[src/rtl/udp_pkg.sv]
// Shared definitions for the UDP receive DMA path.
// Holds default widths and the 2-bit state codes of the drain sequencer.
package udp_pkg;

  localparam int unsigned UDP_DATA_W   = 32;
  localparam int unsigned UDP_HANG_LEN = 256;
  localparam int unsigned SYN_ADDR_W   = 17;

  // Drain sequencer states, kept as plain constants for legacy tools.
  typedef logic [1:0] udp_state_t;
  localparam udp_state_t StIdle  = 2'd0;
  localparam udp_state_t StRead  = 2'd1;
  localparam udp_state_t StDrain = 2'd2;
  localparam udp_state_t StAck   = 2'd3;

endpackage

[src/rtl/udp_rx_dma_ctrl_if.sv]
// FIFO read port plus synapse-SRAM write port of the UDP receive DMA.
//   master (DMA side): drives fifo_rd, mem_we, mem_addr, mem_wdata; samples fifo_dout
//   slave  (FIFO/SRAM side): the mirror image
interface udp_rx_dma_ctrl_if #(
  parameter int unsigned DATA_W = udp_pkg::UDP_DATA_W,
  parameter int unsigned ADDR_W = udp_pkg::SYN_ADDR_W
);

  logic              fifo_rd;
  logic [DATA_W-1:0] fifo_dout;
  logic              mem_we;
  logic [ADDR_W-1:0] mem_addr;
  logic [DATA_W-1:0] mem_wdata;

  modport master (
    output fifo_rd,
    input  fifo_dout,
    output mem_we,
    output mem_addr,
    output mem_wdata
  );

  modport slave (
    input  fifo_rd,
    output fifo_dout,
    input  mem_we,
    input  mem_addr,
    input  mem_wdata
  );

endinterface

[src/rtl/udp_pend_cnt.sv]
// Saturating pending-packet counter with sticky overflow flag.
//   clk_i/rst_i : clock, synchronous active-high reset
//   inc_i       : a packet was announced
//   dec_i       : a packet finished draining
//   clr_i       : clear the overflow flag
//   cnt_o       : queued packet count
//   ovf_o       : an increment arrived while the count was at MAX
module udp_pend_cnt #(
  parameter int unsigned CNT_W = 2,
  parameter int unsigned MAX   = 3
) (
  input  logic             clk_i,
  input  logic             rst_i,
  input  logic             inc_i,
  input  logic             dec_i,
  input  logic             clr_i,
  output logic [CNT_W-1:0] cnt_o,
  output logic             ovf_o
);

  logic [CNT_W-1:0] cnt_q, cnt_d;
  logic             ovf_q, ovf_d;
  logic             ovf_hit;

  always_comb begin
    cnt_d   = cnt_q;
    ovf_d   = ovf_q;
    ovf_hit = 1'b0;
    // Simultaneous inc and dec cancel, so a full queue cannot overflow then.
    if (inc_i && !dec_i) begin
      if (cnt_q == CNT_W'(MAX)) begin
        ovf_hit = 1'b1;
      end else begin
        cnt_d = cnt_q + 1'b1;
      end
    end else if (dec_i && !inc_i && (cnt_q != '0)) begin
      cnt_d = cnt_q - 1'b1;
    end
    // A fresh overflow beats a same-cycle clear.
    if (ovf_hit) begin
      ovf_d = 1'b1;
    end else if (clr_i) begin
      ovf_d = 1'b0;
    end
  end

  always_ff @(posedge clk_i) begin
    if (rst_i) begin
      cnt_q <= '0;
      ovf_q <= 1'b0;
    end else begin
      cnt_q <= cnt_d;
      ovf_q <= ovf_d;
    end
  end

  assign cnt_o = cnt_q;
  assign ovf_o = ovf_q;

endmodule

[src/rtl/udp_rx_dma_ctrl.sv]
// UDP receive DMA sequencer: for every queued packet, reads HANG_LEN words from the UDP RX
// FIFO and writes them to consecutive synapse-SRAM addresses, then acknowledges.
//   hclk_i, hrst_i : clock, synchronous active-high reset
//   en_i           : allows a new packet drain to start
//   pkt_rdy_i      : pulse, one packet buffered in the FIFO
//   base_addr_i    : SRAM start address, taken on ptr_load_i
//   ptr_load_i     : pulse, reload the write pointer
//   err_clr_i      : pulse, clear ovf_err_o
//   bus            : FIFO read port and SRAM write port
//   udp_tx_req_o   : one-cycle acknowledge to udp_top
//   done_o         : one-cycle packet-complete pulse
//   busy_o         : sequencer not idle
//   pend_cnt_o     : queued packet count
//   ovf_err_o      : sticky, packet announced while queue full
module udp_rx_dma_ctrl
  import udp_pkg::*;
#(
  parameter int unsigned DATA_W     = UDP_DATA_W,
  parameter int unsigned HANG_LEN   = UDP_HANG_LEN,
  parameter int unsigned HANG_LEN_B = 8,
  parameter int unsigned ADDR_W     = SYN_ADDR_W,
  parameter int unsigned PEND_MAX   = 3
) (
  input  logic              hclk_i,
  input  logic              hrst_i,
  input  logic              en_i,
  input  logic              pkt_rdy_i,
  input  logic [ADDR_W-1:0] base_addr_i,
  input  logic              ptr_load_i,
  input  logic              err_clr_i,
  udp_rx_dma_ctrl_if.master bus,
  output logic              udp_tx_req_o,
  output logic              done_o,
  output logic              busy_o,
  output logic [1:0]        pend_cnt_o,
  output logic              ovf_err_o
);

  localparam logic [HANG_LEN_B-1:0] LastWord = HANG_LEN_B'(HANG_LEN - 1);

  udp_state_t            state_q, state_d;
  logic [HANG_LEN_B-1:0] cnt_q, cnt_d;
  logic [ADDR_W-1:0]     ptr_q, ptr_d;
  logic                  we_q;
  logic [1:0]            pend_cnt;
  logic                  rd;
  logic                  ack;

  assign rd  = (state_q == StRead);
  assign ack = (state_q == StAck);

  udp_pend_cnt #(
    .CNT_W (2),
    .MAX   (PEND_MAX)
  ) u_pend_cnt (
    .clk_i (hclk_i),
    .rst_i (hrst_i),
    .inc_i (pkt_rdy_i),
    .dec_i (ack),
    .clr_i (err_clr_i),
    .cnt_o (pend_cnt),
    .ovf_o (ovf_err_o)
  );

  always_comb begin
    state_d = state_q;
    cnt_d   = cnt_q;
    case (state_q)
      StIdle: begin
        // en only gates leaving IDLE; a running packet always completes.
        if (en_i && (pend_cnt != 2'd0)) begin
          state_d = StRead;
          cnt_d   = '0;
        end
      end
      StRead: begin
        cnt_d = cnt_q + 1'b1;
        if (cnt_q == LastWord) begin
          state_d = StDrain;
        end
      end
      StDrain: state_d = StAck;
      StAck:   state_d = StIdle;
      default: state_d = StIdle;
    endcase
  end

  // A reload coinciding with a write lets that write use the old address.
  always_comb begin
    ptr_d = ptr_q;
    if (ptr_load_i) begin
      ptr_d = base_addr_i;
    end else if (we_q) begin
      ptr_d = ptr_q + 1'b1;
    end
  end

  always_ff @(posedge hclk_i) begin
    if (hrst_i) begin
      state_q <= StIdle;
      cnt_q   <= '0;
      ptr_q   <= '0;
      we_q    <= 1'b0;
    end else begin
      state_q <= state_d;
      cnt_q   <= cnt_d;
      ptr_q   <= ptr_d;
      we_q    <= rd;
    end
  end

  // FIFO data arrives one cycle after the read, aligned with the delayed write enable.
  assign bus.fifo_rd   = rd;
  assign bus.mem_we    = we_q;
  assign bus.mem_addr  = ptr_q;
  assign bus.mem_wdata = bus.fifo_dout;

  assign udp_tx_req_o = ack;
  assign done_o       = ack;
  assign busy_o       = (state_q != StIdle);
  assign pend_cnt_o   = pend_cnt;

endmodule

[src/flat_wrapper.sv]
// flat-port wrapper written by rule: the top's interface ports become plain ports
module udp_rx_dma_ctrl_flat import udp_pkg::*;
#(
  parameter int unsigned DATA_W     = UDP_DATA_W,
  parameter int unsigned HANG_LEN   = UDP_HANG_LEN,
  parameter int unsigned HANG_LEN_B = 8,
  parameter int unsigned ADDR_W     = SYN_ADDR_W,
  parameter int unsigned PEND_MAX   = 3
)
  (hclk_i, hrst_i, en_i, pkt_rdy_i, base_addr_i, ptr_load_i, err_clr_i, udp_tx_req_o, done_o, busy_o, pend_cnt_o, ovf_err_o, bus_fifo_rd, bus_fifo_dout, bus_mem_we, bus_mem_addr, bus_mem_wdata);
  udp_rx_dma_ctrl_if #(.DATA_W(DATA_W), .ADDR_W(ADDR_W)) bus_i ();
  input  logic hclk_i;
  input  logic hrst_i;
  input  logic en_i;
  input  logic pkt_rdy_i;
  input  logic [ADDR_W-1:0] base_addr_i;
  input  logic ptr_load_i;
  input  logic err_clr_i;
  output logic udp_tx_req_o;
  output logic done_o;
  output logic busy_o;
  output logic [1:0] pend_cnt_o;
  output logic ovf_err_o;
  output wire logic [$bits(bus_i.fifo_rd)-1:0] bus_fifo_rd;
  input wire logic [$bits(bus_i.fifo_dout)-1:0] bus_fifo_dout;
  output wire logic [$bits(bus_i.mem_we)-1:0] bus_mem_we;
  output wire logic [$bits(bus_i.mem_addr)-1:0] bus_mem_addr;
  output wire logic [$bits(bus_i.mem_wdata)-1:0] bus_mem_wdata;
  assign bus_fifo_rd = bus_i.fifo_rd;
  assign bus_i.fifo_dout = bus_fifo_dout;
  assign bus_mem_we = bus_i.mem_we;
  assign bus_mem_addr = bus_i.mem_addr;
  assign bus_mem_wdata = bus_i.mem_wdata;
  udp_rx_dma_ctrl #(.DATA_W(DATA_W), .HANG_LEN(HANG_LEN), .HANG_LEN_B(HANG_LEN_B), .ADDR_W(ADDR_W), .PEND_MAX(PEND_MAX)) u_core (.hclk_i(hclk_i), .hrst_i(hrst_i), .en_i(en_i), .pkt_rdy_i(pkt_rdy_i), .base_addr_i(base_addr_i), .ptr_load_i(ptr_load_i), .err_clr_i(err_clr_i), .bus(bus_i), .udp_tx_req_o(udp_tx_req_o), .done_o(done_o), .busy_o(busy_o), .pend_cnt_o(pend_cnt_o), .ovf_err_o(ovf_err_o));
endmodule
[config.mk]
export PLATFORM = sky130hd
export DESIGN_NAME = udp_rx_dma_ctrl_flat
export DESIGN_NICKNAME = d
export VERILOG_FILES = /design/src/rtl/udp_pkg.sv /design/src/rtl/udp_rx_dma_ctrl_if.sv /design/src/rtl/udp_pend_cnt.sv /design/src/rtl/udp_rx_dma_ctrl.sv /design/src/flat_wrapper.sv
export SDC_FILE = /design/constraint.sdc
export NUM_CORES = 1
export LEC_CHECK = 0
export CORE_MARGIN = 1.5
export CORE_UTILIZATION = 30
export CTS_CLUSTER_SIZE = 30
export DETAILED_ROUTE_END_ITERATION = 7
export PLACE_DENSITY_LB_ADDON = 0.1
export REMOVE_ABC_BUFFERS = 1
export SLEW_MARGIN = 10
export SYNTH_ARGS = -nofsm -noshare
export SYNTH_HDL_FRONTEND = slang
export SYNTH_SLANG_ARGS = --single-unit
[constraint.sdc]
create_clock -name hclk_i -period 2.7 [get_ports hclk_i]
set_input_delay 0.54 -clock hclk_i [delete_from_list [all_inputs] [get_ports hclk_i]]
set_output_delay 0.54 -clock hclk_i [all_outputs]
set_load 0.03 [all_outputs]
==> results.toml, run 1 <==
[placed_design]
dp_hpwl_um = 4020
io_buffers = 47
gp_congestion = 0.738

[yosys]
synth_warnings = 0
synth_area_leader_cell = "dfxtp_1"
ys_types = 37
synth_cells = 227
ys_seq_area_share_pct = 31.4
ys_ff_latch = 31
syn_area_sq_um = 1970
synth_top_area_share_pct = 31.4
synth_edf_count = 0
synthArstFlopShare_pct = 0
synthFlopType = "dfxtp_1"
synthTopCellsByArea = "dfxtp_1 (31%), buf_4 (13%), xnor2_1 (5.8%)"
avgSynthCellArea_sq_um = 8.70

[timing]
post-route-period-util_pct = 85.4
skew_ps = 14.1
whs_ps = 491
maxSlewHeadroom_pct = 47.5
fmax_ghz = 0.434
setup_tns_ps = 0
rsz0062_at_grt = "false"
worst_slew_pin_slew_ps = 787
setup_viol = 0
final_hold_viol_count = 0
final.min_clock_period_ps = 2310
drv_slew = 0

[job]
maxCapViolCount = 0

[route]
via_count = 1624
drt-initial-drc-count = 61
drc = 0
wl_um = 5430
viasPerCell = 5.04
drt_pass1_iterations = 3
wl_per_cell_um = 16.9
ant_nets = 0

[floorplan]
fp.dieW_um = 84.1
rows = 29
dieHeight_um = 84.1
dieArea_sq_um = 7080
ioPinCount = 112
start_util_pct = 31.1
coreArea_sq_um = 6350

[clocking]
hold_buffers = 0
path_clk_slew_ps = 70
cts_setup_buffers = 0
cts_resized = 0
cts_tree = "yes"
clk_latency_ps = 290
cts_buffers = 5
clock_sinks = 31
clockBufferDepth = 2
h-tree-depth = 2
clock_tree.root_cell = "clkbuf_8"

[finish]
layout-drive-gt1-share_pct = 9.39
diodes = 0
area_delta_synth_final_pct = 21.8
nets = 306

[pwr]
p_leak_nw = 0.834
clkPwrFrac_pct = 32.7
irDropWorstVdd_v = 0.000618
intPower_uw = 996
swShare_pct = 33.6
seqPwrFrac_pct = 36.6
net-switching-power_uw = 504
cellPowerDensity_nw_per_um2 = 624
p_comb_share_pct = 30.7

[global_route]
grt_usage_pct = 16.0
grt_pass1_wl_um = 8710
grt_remaining_overflow = 0
grt_start_max_net_pins = 24
grt_pass1_vias = 1558
antenna_found_initial = 0

[critical_path]
end_kind = "output pin"
arrival_ps = 1770
criticalPathCategory = "flop to output pin"
crit_required_ps = 2160
start_kind = "flop"
worst-path-max-fanout = 5

[run_status]
outcome = "finished, final reports clean"

[worst_hold_path]
hold_class = "flop to flop"
==> placed cells by master, fill, tap and decap left out, types with 3 or more instances in the layout <==
master,Yosys,final
a2111oi_1,4,4
a211oi_1,7,7
a21oi_1,11,11
and2_1,3,3
buf_4,33,3
clkbuf_8,0,6
clkdlybuf4s50_1,0,47
dfxtp_1,31,31
ha_1,7,7
inv_1,9,9
mux2i_1,4,4
nand2_1,10,10
nand2b_1,4,4
nand3_1,7,7
nand4_1,4,4
nand4_4,4,4
nor2_1,26,26
nor2b_1,7,7
nor3_1,6,6
nor4_2,6,6
o21ai_0,6,6
xnor2_1,13,13
==> final timing paths <==
path	end	from	slack (ps)	cells after the start
setup / recovery	busy_o	u_core.state_q[0]	390	4
hold / removal	u_core.u_pend_cnt.ovf_o	u_core.u_pend_cnt.ovf_o	490	2
setup reg to reg	u_core.bus.mem_addr[14]	u_core.bus.mem_addr[0]	920	5
hold reg to reg	u_core.u_pend_cnt.ovf_o	u_core.u_pend_cnt.ovf_o	490	2
==> metrics by stage <==
stage	cell area [sq um]	cells	setup slack [ps]	total power, mW	utilization (%)
after floorplan	1700	187	898	0.839	-
after global placement	2290	314	578	1.02	36.0
after detailed placement	2290	314	555	1.02	36.0
after CTS	2400	322	369	1.52	37.9
after global routing	2400	322	303	1.59	37.9
final	2400	322	394	1.50	37.9
==> Yosys cell counts, types with 2 or more instances <==
cell and instances:
nand2b_1 4, o21ai_0 6, or3_1 2, nand2_1 10
xnor2_1 13, clkbuf_1 5, mux2i_1 4, a2111oi_1 4
a311oi_1 2, nor2b_1 7, buf_4 33, and2_1 3
ha_1 7, inv_1 9, dfxtp_1 31, nor2_1 26
nor3_1 6, nand4_4 4, nand3_1 7, nor4_2 6
buf_2 2, a211oi_1 7, nand4_1 4, a32oi_1 2
a21oi_1 11
==> metal layers <==
| metal | track usage [%] | vias to the layer above | routed length [um] |
|---|---|---|---|
| met2 | 20.7 | 76 | 2210 |
| li1 | - | 796 | - |
| met4 | 4.92 | 2 | 61 |
| met5 | 3.50 | - | 33 |
| met3 | 11.2 | 8 | 709 |
| met1 | 20.6 | 742 | 2420 |
==> power by group through the flow <==
| stage | registers (mW) | clock network [mW] | logic [mW] |
|---|---|---|---|
| after floorplan | 0.606 | 0 | 0.233 |
| final | 0.549 | 0.491 | 0.460 |
| after CTS | 0.550 | 0.505 | 0.465 |
| after detailed placement | 0.561 | 0 | 0.460 |
| after global placement | 0.562 | 0 | 0.462 |
| after global routing | 0.558 | 0.527 | 0.501 |
==> state kept, by name, indices dropped and copies added (netlist names) <==
| name | cells |
|---|---|
| u_core.bus.mem_addr | 17 |
| u_core.cnt_q | 8 |
| u_core.u_pend_cnt.ovf_o | 1 |
| u_core.u_pend_cnt.cnt_o | 2 |
| u_core.bus.mem_we | 1 |
| u_core.state_q | 2 |
==> worst max-delay path: stages, from the launching register on <==
cell             delay, ps
dfxtp_1                390
inv_1                  100
ha_1                   260
inv_1                   80
clkdlybuf4s50_1        660
==> cells by family after synthesis <==
family / after synthesis / synth area share [%]
fa+ha+maj: 7 / 4.44
compound gates: 40 / 14.3
mux: 4 / 2.03
simple gates: 82 / 25.9
buf+inv: 49 / 15.7
xor+xnor: 14 / 6.21
flops: 31 / 31.4
==> area by class of cell <==
type / count / area, sq um
Sequential cell: 31 / 621
Fill cell: 657 / 3950
Timing Repair Buffer: 50 / 493
Clock buffer: 6 / 82.6
Multi-Input combinational cell: 147 / 1040
Clock inverter: 2 / 35.0
Tap cell: 77 / 96.3
Inverter: 9 / 33.8
Power figures use the tool's default switching activity.
==> run 2: changes to the inputs <==
SKIP_LAST_GASP = 1   (was unset)
==> results of run 2 <==
No change in the layout: final DEF, timing and power equal those of run 1.
==> run 3: changes to the inputs <==
TNS_END_PERCENT = 20   (was unset)
==> results of run 3 <==
No change in the layout: final DEF, timing and power equal those of run 1.
